--- config.mk ---
export PLATFORM = sky130hd
export DESIGN_NAME = data_mem_arbiter
export DESIGN_NICKNAME = d
export VERILOG_FILES = /design/src/rtl/data_mem_arbiter.sv
export SDC_FILE = /design/constraint.sdc
export NUM_CORES = 1
export LEC_CHECK = 0
export CELL_PAD_IN_SITES_DETAIL_PLACEMENT = 1
export CELL_PAD_IN_SITES_GLOBAL_PLACEMENT = 1
export CORE_UTILIZATION = 32
export CTS_CLUSTER_SIZE = 20
export DETAILED_ROUTE_END_ITERATION = 12
export GPL_TIMING_DRIVEN = 0
export PLACE_DENSITY_LB_ADDON = 0.1
export SYNTH_ARGS = -nofsm -noshare
export SYNTH_HDL_FRONTEND = slang
export SYNTH_SLANG_ARGS = --single-unit
--- constraint.sdc ---
create_clock -name clk -period 2.87 [get_ports clk]
set_input_delay 0.574 -clock clk [delete_from_list [all_inputs] [get_ports clk]]
set_output_delay 0.574 -clock clk [all_outputs]
set_load 0.02 [all_outputs]
--- src/rtl/data_mem_arbiter.sv ---
// data_mem_arbiter
//   Shares the single data-memory port between the CPU data port (port 0,
//   priority) and a DMA/loader port (port 1). One transaction at a time:
//   IDLE captures the winning request, ACCESS drives the memory strobes for
//   one cycle, and WAIT (reads only) returns the memory word to the winner.
//   A starvation counter lets a waiting DMA request beat the CPU.
//
// Ports
//   clk, reset            clock (rising edge), asynchronous active-low reset
//   cpu_* / dma_*         requester ports: req, write, addr, wdata, byteen in;
//                         gnt (1-cycle accept pulse), rvalid (1-cycle pulse),
//                         rdata (holds last read) out
//   mem_address           word-aligned address to memory
//   mem_write, mem_read   one-cycle strobes, never both high
//   mem_writedata/byteen  write data and byte enables to memory
//   mem_readdata          memory read data, valid READ_LATENCY cycles after mem_read
module data_mem_arbiter #(
    parameter int ADDR_WIDTH   = 32,
    parameter int DATA_WIDTH   = 32,
    parameter int READ_LATENCY = 1,
    parameter int STARVE_LIMIT = 4
) (
    input  logic                    clk,
    input  logic                    reset,
    input  logic                    cpu_req,
    input  logic                    cpu_write,
    input  logic [ADDR_WIDTH-1:0]   cpu_addr,
    input  logic [DATA_WIDTH-1:0]   cpu_wdata,
    input  logic [DATA_WIDTH/8-1:0] cpu_byteen,
    output logic                    cpu_gnt,
    output logic                    cpu_rvalid,
    output logic [DATA_WIDTH-1:0]   cpu_rdata,
    input  logic                    dma_req,
    input  logic                    dma_write,
    input  logic [ADDR_WIDTH-1:0]   dma_addr,
    input  logic [DATA_WIDTH-1:0]   dma_wdata,
    input  logic [DATA_WIDTH/8-1:0] dma_byteen,
    output logic                    dma_gnt,
    output logic                    dma_rvalid,
    output logic [DATA_WIDTH-1:0]   dma_rdata,
    output logic [ADDR_WIDTH-1:0]   mem_address,
    output logic                    mem_write,
    output logic                    mem_read,
    output logic [DATA_WIDTH-1:0]   mem_writedata,
    output logic [DATA_WIDTH/8-1:0] mem_byteen,
    input  logic [DATA_WIDTH-1:0]   mem_readdata
);

    localparam int BW = DATA_WIDTH / 8;
    localparam int LW = (READ_LATENCY > 1) ? $clog2(READ_LATENCY + 1) : 1;
    localparam int SW = (STARVE_LIMIT > 1) ? $clog2(STARVE_LIMIT + 1) : 1;

    typedef enum logic [1:0] {
        ST_IDLE   = 2'd0,
        ST_ACCESS = 2'd1,
        ST_WAIT   = 2'd2
    } state_e;

    state_e                  state_q;
    logic                    port_q;      // 0 = CPU owns the transaction, 1 = DMA
    logic [LW-1:0]           wait_cnt_q;
    logic [SW-1:0]           starve_q, starve_d;

    logic                    cpu_gnt_q, dma_gnt_q;
    logic                    cpu_rvalid_q, dma_rvalid_q;
    logic [DATA_WIDTH-1:0]   cpu_rdata_q, dma_rdata_q;
    logic [ADDR_WIDTH-1:0]   mem_address_q;
    logic                    mem_write_q, mem_read_q;
    logic [DATA_WIDTH-1:0]   mem_writedata_q;
    logic [BW-1:0]           mem_byteen_q;

    logic                    dma_wins;
    logic                    sel_write;
    logic [ADDR_WIDTH-1:0]   sel_addr;
    logic [DATA_WIDTH-1:0]   sel_wdata;
    logic [BW-1:0]           sel_byteen;

    // DMA wins when it is alone, or when it has waited long enough.
    assign dma_wins = dma_req && (!cpu_req || (starve_q >= SW'(STARVE_LIMIT)));

    always_comb begin
        sel_write  = cpu_write;
        sel_addr   = cpu_addr;
        sel_wdata  = cpu_wdata;
        sel_byteen = cpu_byteen;
        if (dma_wins) begin
            sel_write  = dma_write;
            sel_addr   = dma_addr;
            sel_wdata  = dma_wdata;
            sel_byteen = dma_byteen;
        end
    end

    // Counts every cycle DMA is asking but not granted, busy cycles included.
    always_comb begin
        starve_d = starve_q;
        if (!dma_req || dma_gnt_q) begin
            starve_d = '0;
        end else if (starve_q < SW'(STARVE_LIMIT)) begin
            starve_d = starve_q + 1'b1;
        end
    end

    always_ff @(posedge clk or negedge reset) begin
        if (!reset) begin
            state_q         <= ST_IDLE;
            port_q          <= 1'b0;
            wait_cnt_q      <= '0;
            starve_q        <= '0;
            cpu_gnt_q       <= 1'b0;
            dma_gnt_q       <= 1'b0;
            cpu_rvalid_q    <= 1'b0;
            dma_rvalid_q    <= 1'b0;
            cpu_rdata_q     <= '0;
            dma_rdata_q     <= '0;
            mem_address_q   <= '0;
            mem_write_q     <= 1'b0;
            mem_read_q      <= 1'b0;
            mem_writedata_q <= '0;
            mem_byteen_q    <= '0;
        end else begin
            starve_q     <= starve_d;
            // Strobes and pulses last exactly one cycle unless re-asserted below.
            cpu_gnt_q    <= 1'b0;
            dma_gnt_q    <= 1'b0;
            cpu_rvalid_q <= 1'b0;
            dma_rvalid_q <= 1'b0;
            mem_write_q  <= 1'b0;
            mem_read_q   <= 1'b0;
            case (state_q)
                ST_IDLE: begin
                    if (cpu_req || dma_req) begin
                        // The memory-side registers double as the request capture.
                        port_q          <= dma_wins;
                        cpu_gnt_q       <= !dma_wins;
                        dma_gnt_q       <= dma_wins;
                        mem_address_q   <= sel_addr & ~ADDR_WIDTH'(3);
                        mem_writedata_q <= sel_wdata;
                        mem_byteen_q    <= sel_byteen;
                        mem_write_q     <= sel_write;
                        mem_read_q      <= !sel_write;
                        state_q         <= ST_ACCESS;
                    end
                end
                ST_ACCESS: begin
                    if (mem_read_q) begin
                        wait_cnt_q <= LW'(1);
                        state_q    <= ST_WAIT;
                    end else begin
                        state_q <= ST_IDLE;
                    end
                end
                ST_WAIT: begin
                    if (wait_cnt_q == LW'(READ_LATENCY)) begin
                        if (port_q) begin
                            dma_rdata_q  <= mem_readdata;
                            dma_rvalid_q <= 1'b1;
                        end else begin
                            cpu_rdata_q  <= mem_readdata;
                            cpu_rvalid_q <= 1'b1;
                        end
                        state_q <= ST_IDLE;
                    end else begin
                        wait_cnt_q <= wait_cnt_q + 1'b1;
                    end
                end
                default: state_q <= ST_IDLE;
            endcase
        end
    end

    assign cpu_gnt       = cpu_gnt_q;
    assign dma_gnt       = dma_gnt_q;
    assign cpu_rvalid    = cpu_rvalid_q;
    assign dma_rvalid    = dma_rvalid_q;
    assign cpu_rdata     = cpu_rdata_q;
    assign dma_rdata     = dma_rdata_q;
    assign mem_address   = mem_address_q;
    assign mem_write     = mem_write_q;
    assign mem_read      = mem_read_q;
    assign mem_writedata = mem_writedata_q;
    assign mem_byteen    = mem_byteen_q;

endmodule
==> results of run 1 <==
## stage by stage
| stage | instance area [sq um] | total power, uW |
|---|---|---|
| 6_report | 9958 | 11100 |
| 5_1_grt | 9958 | 11620 |
| 4_1_cts | 9958 | 11190 |
| 3_5_place_dp | 9291 | 8659 |
| 3_3_place_gp | 9263 | 8498 |
| 2_1_floorplan | 5923 | 5930 |
## layer usage
layer | part of all wire, % | global-route usage [%]
met5 | 0 | 0
met4 | 1.8 | 7.461
met3 | 7.7 | 7.482
met2 | 51 | 39.21
met1 | 39 | 25.77
## power by group
part / internal, uW / switching (uW)
Clock: 1640 / 852
Combinational: 2660 / 2470
Sequential: 2960 / 516
## worst paths after layout
path	startpoint	endpoint	depth (start not counted)
hold reg to reg	dma_rdata[1]$_DFFE_PN0P_	dma_rdata[1]$_DFFE_PN0P_	1
setup / recovery	dma_req	mem_writedata[7]$_DFFE_PN0P_	6
max in group asynchronous	reset	mem_writedata[12]$_DFFE_PN0P_	2
setup reg to reg	state_q[0]$_DFFE_PN0P_	mem_writedata[7]$_DFFE_PN0P_	5
hold / removal	reset	cpu_rdata[27]$_DFFE_PN0P_	1
min in group clk	dma_rdata[1]$_DFFE_PN0P_	dma_rdata[1]$_DFFE_PN0P_	1
## registers in the layout (all words and copies together) (netlist names), 2 cells and up
name,flops
dma_rdata,32
state_q,2
mem_byteen,4
starve_q,3
mem_writedata,32
mem_address,30
cpu_rdata,32
## cell usage after synthesis (2+ instances only)
cell type,count,area share [%]
a21boi_0,57,7.2
a21oi_1,10,0.85
a221o_1,57,9.6
a31oi_1,9,0.95
and3_1,2,0.21
buf_2,17,1.4
buf_4,6,0.76
buf_6,5,0.95
clkbuf_1,13,0.82
dfrtp_1,143,60
inv_1,4,0.25
mux2_2,64,12
nand2_1,3,0.19
nand3_1,11,0.93
nor2_1,6,0.38
nor2b_1,2,0.21
o21ai_0,11,0.93
## worst reg2reg max path: cells and delay by family, from the launching register on
kind	cells	cell delay (ns)
simple gates	1	0.53
buf+inv	2	0.65
compound gates	2	0.46
flops	1	0.39
## cell families after synthesis
kind of cell	count (synthesis)	synth area share, %
AO/OA/AOI/OAI	145	19.72
flip-flops	143	60.45
multiplexers	65	12.34
buffers and inverters	45	4.227
AND/OR/NAND/NOR	30	2.832
adder cells (fa/ha/maj)	1	0.2113
other	1	0.06335
XOR/XNOR	1	0.1480
## cell type report
cell class	count	share of cell area, %
Multi-Input combinational cell	244	21.03
Clock buffer	24	4.938
Tap cell	229	2.877
Inverter	4	0.1508
Clock inverter	8	1.759
Buffer	41	2.362
Timing Repair Buffer	306	30.95
Sequential cell	143	35.93
==> flow_metrics.py, run 1 <==
metrics = {
    "worst_setup_path": {
        "reg2reg_setup_slack_ns": 0.72,
        "worstPathArrival_ns": 2.46,
        "cp_max_fo": 10,
        "path_cells": "clkdlybuf4s50_1 -> or2_2 -> buf_2 -> clkbuf_1 -> a21boi_0 -> a221o_1",
        "slowest_delay_ns": 0.58,
        "end_kind": "flop",
        "crit_type": "input pin to flop",
        "critPathTopFamily": "buffers and inverters",
        "slowest_stage": "clkdlybuf4s50_1",
        "start_kind": "input pin",
        "crit_buf_inv": 3,
        "critPathRequiredTime_ns": 3.17,
    },
    "global_routing": {
        "antenna_found_initial": 0,
        "grt_pass1_wl_um": 33130,
        "first_global_vias": 5782,
        "track_usage_pct": 22.47,
        "overflow": 0,
        "grt_start_max_net_pins": 89,
    },
    "yosys": {
        "synthFlopType": "dfrtp_1",
        "syn_avg_cell_area_sq_um": 13.73,
        "ys_types": 28,
        "syn-cell-area_sq_mm": 0.005919,
        "synth_seq_cells": 143,
        "synth_warnings": 0,
        "syn_inst": 431,
        "async_flop_share_pct": 100.0,
        "synth_edf_count": 0,
        "seq_area_frac_synth_pct": 60.45,
    },
    "worst_hold_path": {
        "hold_class": "input pin to async pin",
    },
    "sta": {
        "rsz0062_at_grt": "false",
        "relSlewSlack_pct": 55.70,
        "setup_viol": 0,
        "tns_ns": 0,
        "worstMarginPinSlew_ns": 0.6620,
        "postLayoutSetupSlackWorst_ns": 0.7092,
        "fmax_ghz": 0.4628,
        "finalHoldViolCount": 0,
        "fin_crit_ns": 2.161,
        "whs_ns": 0.1076,
        "slew_violations": 0,
        "final.setup_skew_ns": 0.005752,
        "fin_crit_sh_pct": 75.29,
    },
    "pwr": {
        "vdd_drop_max_uv": 544.1,
        "p_leak_uw": 0.004135,
        "power.density_mw_per_mm2": 1114,
    },
    "detailed_routing": {
        "drtIter0Drc": 176,
        "first_pass_iters": 4,
        "drt_wl_total_um": 20740,
        "via_count": 5071,
        "vias_per_cell": 5.076,
        "route.detailed.drc": 0,
        "wl_per_cell_um": 20.76,
        "antenna_left": 0,
    },
    "floorplanning": {
        "dieHeight_um": 138.0,
        "dieArea_sq_mm": 0.01905,
        "start_util_pct": 32.84,
        "coreArea_sq_mm": 0.01802,
        "rows": 49,
        "ios": 312,
        "die_w_um": 138.0,
    },
    "job": {
        "maxCapViolCount": 0,
    },
    "cts": {
        "cts_buffer_depth": 2,
        "cts_tree": "yes",
        "postCtsHoldBufs": 0,
        "cts-root-buf": "clkbuf_16",
        "post_cts_buffers": 0,
        "cts-resized-gates": 0,
        "path_clk_slew_ns": 0.06,
        "clk-insertion-delay-late_ns": 0.42,
        "cts_htree_levels": 4,
        "cts_made_buffers": 17,
        "cts.sinks": 143,
    },
    "layout": {
        "most-common-layout-cells": "clkdlybuf4s50_1, dfrtp_1, mux2_2, a21boi_0, a221o_1",
        "num-nets-final": 932,
        "syn2layout_area_growth_pct": 68.23,
        "final_common_cell": "clkdlybuf4s50_1",
        "regArea_sq_mm": 0.003578,
        "antenna_cells": 0,
        "drive_above_1_share_pct": 16.36,
        "stdcell_count": 999,
        "fin_util_pct": 55.25,
        "multi_input_area_sq_mm": 0.002095,
        "n_fill_cell": 1804,
    },
    "placed_design": {
        "io_buffers": 305,
        "dp_cells": 967,
        "finalWeightedCongestion": 0.7654,
        "dp_slack_ns": 0.2633,
        "post-dp-hpwl_um": 15670,
    },
    "outcome": {
        "status": "finished clean",
    },
}
Power figures use the tool's default switching activity.
==> run 2: changes to the inputs <==
--- a/config.mk
+++ b/config.mk
@@ -7,7 +7,7 @@
 export LEC_CHECK = 0
 export CELL_PAD_IN_SITES_DETAIL_PLACEMENT = 1
 export CELL_PAD_IN_SITES_GLOBAL_PLACEMENT = 1
-export CORE_UTILIZATION = 32
+export CORE_UTILIZATION = 30
 export CTS_CLUSTER_SIZE = 20
 export DETAILED_ROUTE_END_ITERATION = 12
 export GPL_TIMING_DRIVEN = 0
==> constraint.sdc (replaced) <==
create_clock -name clk -period 2.25 [get_ports clk]
set_input_delay 0.45 -clock clk [delete_from_list [all_inputs] [get_ports clk]]
set_output_delay 0.45 -clock clk [all_outputs]
set_load 0.02 [all_outputs]
==> run 2 against run 1 <==
Global-route usage is 1.8 points lower. Combinational power increased by 27%. Utilization decreased by 3.8 points. Clock power up 25%. First-iteration DRC count rose by 5.7%. Critical path depth down 1. Total power increased by 27%. Die area up 6.6%. Critical endpoint is now mem_writedata[5]$_DFFE_PN0P_. Sequential share of layout area is 0.086 points lower. Worst setup slack worse by 0.52 ns. Wire length is 2.0% lower. Highest routed layer unchanged.
==> flow_metrics.py, run 2 (synthesis gave the netlist of run 1 again) <==
metrics = {
    "cts": {
        "post_cts_buffers": 0,
        "cts_htree_levels": 4,
        "clk-insertion-delay-late_ns": 0.42,
        "postCtsHoldBufs": 0,
        "cts_tree": "yes",
        "cts-resized-gates": 0,
        "cts_buffer_depth": 2,
        "cts_made_buffers": 17,
        "cts-root-buf": "clkbuf_16",
        "cts.sinks": 143,
        "path_clk_slew_ns": 0.07,
    },
    "sta": {
        "worstMarginPinSlew_ns": 0.6221,
        "postLayoutSetupSlackWorst_ns": 0.1888,
        "slew_violations": 0,
        "fmax_ghz": 0.4851,
        "fin_crit_sh_pct": 91.61,
        "rsz0062_at_grt": "false",
        "final.setup_skew_ns": 0.01054,
        "relSlewSlack_pct": 58.53,
        "setup_viol": 0,
        "finalHoldViolCount": 0,
        "fin_crit_ns": 2.061,
    },
    "worst_setup_path": {
        "slowest_stage": "nor2_1",
        "reg2reg_from": "state_q[0]$_DFFE_PN0P_",
        "crit_type": "flop to flop",
        "end_kind": "flop",
        "reg2reg_setup_slack_ns": 0.19,
        "r2r_end": "mem_writedata[5]$_DFFE_PN0P_",
        "critPathRequiredTime_ns": 2.55,
        "cp_max_fo": 10,
        "setup.worst_path.start": "state_q[0]$_DFFE_PN0P_",
        "worstPathArrival_ns": 2.37,
        "slowest_delay_ns": 0.43,
        "start_kind": "flop",
        "path_cells": "nor2_1 -> buf_4 -> clkbuf_1 -> a21boi_0 -> a221o_1",
        "r2r_cells": 5,
    },
    "detailed_routing": {
        "route.detailed.drc": 0,
        "drt_wl_total_um": 20310,
        "vias_per_cell": 4.884,
        "wl_per_cell_um": 19.63,
        "via_count": 5055,
        "drtIter0Drc": 186,
        "first_pass_iters": 4,
        "antenna_left": 0,
    },
    "layout": {
        "multi_input_area_sq_mm": 0.002095,
        "final_common_cell": "clkdlybuf4s50_1",
        "antenna_cells": 0,
        "finalInstanceArea_sq_mm": 0.009982,
        "regArea_sq_mm": 0.003578,
        "most-common-layout-cells": "clkdlybuf4s50_1, dfrtp_1, mux2_2, a21boi_0, a221o_1",
        "syn2layout_area_growth_pct": 68.63,
        "drive_above_1_share_pct": 16.75,
        "stdcell_count": 1035,
        "n_fill_cell": 2038,
        "num-nets-final": 932,
    },
    "global_routing": {
        "grt_start_max_net_pins": 79,
        "grt_pass1_wl_um": 31600,
        "antenna_found_initial": 0,
        "track_usage_pct": 20.67,
        "first_global_vias": 5750,
        "overflow": 0,
    },
    "pwr": {
        "power.density_mw_per_mm2": 1409,
        "p_leak_uw": 0.004129,
        "vdd_drop_max_uv": 523.8,
    },
    "floorplanning": {
        "dieHeight_um": 142.5,
        "ios": 312,
        "coreArea_sq_mm": 0.01940,
        "rows": 51,
        "die_w_um": 142.5,
        "dieArea_sq_mm": 0.02030,
        "start_util_pct": 30.51,
    },
    "placed_design": {
        "finalWeightedCongestion": 0.7876,
        "dp_cells": 1003,
        "dp_slack_ns": -0.2274,
        "place_area_sq_mm": 0.009336,
        "post-dp-hpwl_um": 15580,
        "io_buffers": 305,
    },
    "outcome": {
        "status": "finished clean",
    },
    "job": {
        "maxCapViolCount": 0,
    },
    "worst_hold_path": {
        "hold_class": "input pin to async pin",
    },
}
[run 2: layer usage]
| metal | GRT usage (%) | routed length, um |
|---|---|---|
| met4 | 8.319 | 469 |
| met5 | 0 | 0 |
| met2 | 36.56 | 10380 |
| met1 | 22.45 | 7761 |
| met3 | 7.268 | 1705 |
[run 2: final cells by class]
type / instances / area share (%)
plain buffers: 41 / 2.356
clock buffers: 17 / 4.262
clock inverters: 15 / 2.206
inverters: 4 / 0.1504
multi-input cells: 244 / 20.98
flip-flops and latches: 143 / 35.85
well taps: 265 / 3.322
repair buffers: 306 / 30.87
[run 2: through the flow]
step,utilization [%],hold WS [ns],total power [uW],TNS (ns)
detailed placement,48.13,0.4932,11060,-3.749
finish,51.46,0.02913,14060,0
global placement,47.98,0.4857,10840,-720.31
CTS,51.46,0.03948,14240,0
floorplan,-,0.1544,7564,0
global route,51.46,0.07064,14800,0
[run 2: worst max-delay path by stage]
| stage | slack (ns) | end |
|---|---|---|
| 2_1_floorplan | 0.71 | mem_writedata[10]$_DFFE_PN0P_ |
| 3_3_place_gp | -5.04 | mem_writedata[3]$_DFFE_PN0P_ |
| 3_5_place_dp | -0.23 | mem_writedata[5]$_DFFE_PN0P_ |
| 4_1_cts | 0.15 | mem_writedata[5]$_DFFE_PN0P_ |
| 5_1_grt | 0.06 | mem_writedata[5]$_DFFE_PN0P_ |
| 6_report | 0.19 | mem_writedata[5]$_DFFE_PN0P_ |
[run 2: report_power, final]
part / internal (uW) / switching [uW]
combinational: 3390 / 3150
clock: 1900 / 1200
sequential: 3770 / 648
total: 9060 / 5000
[run 2: worst max-delay path, delay by kind of cell, from the launching register on]
family                 cells  cell delay [ns]
AOI/OAI and AO/OA          2             0.48
DFF                        1             0.39
buffers and inverters      2             0.64
and+or+nand+nor            1             0.43
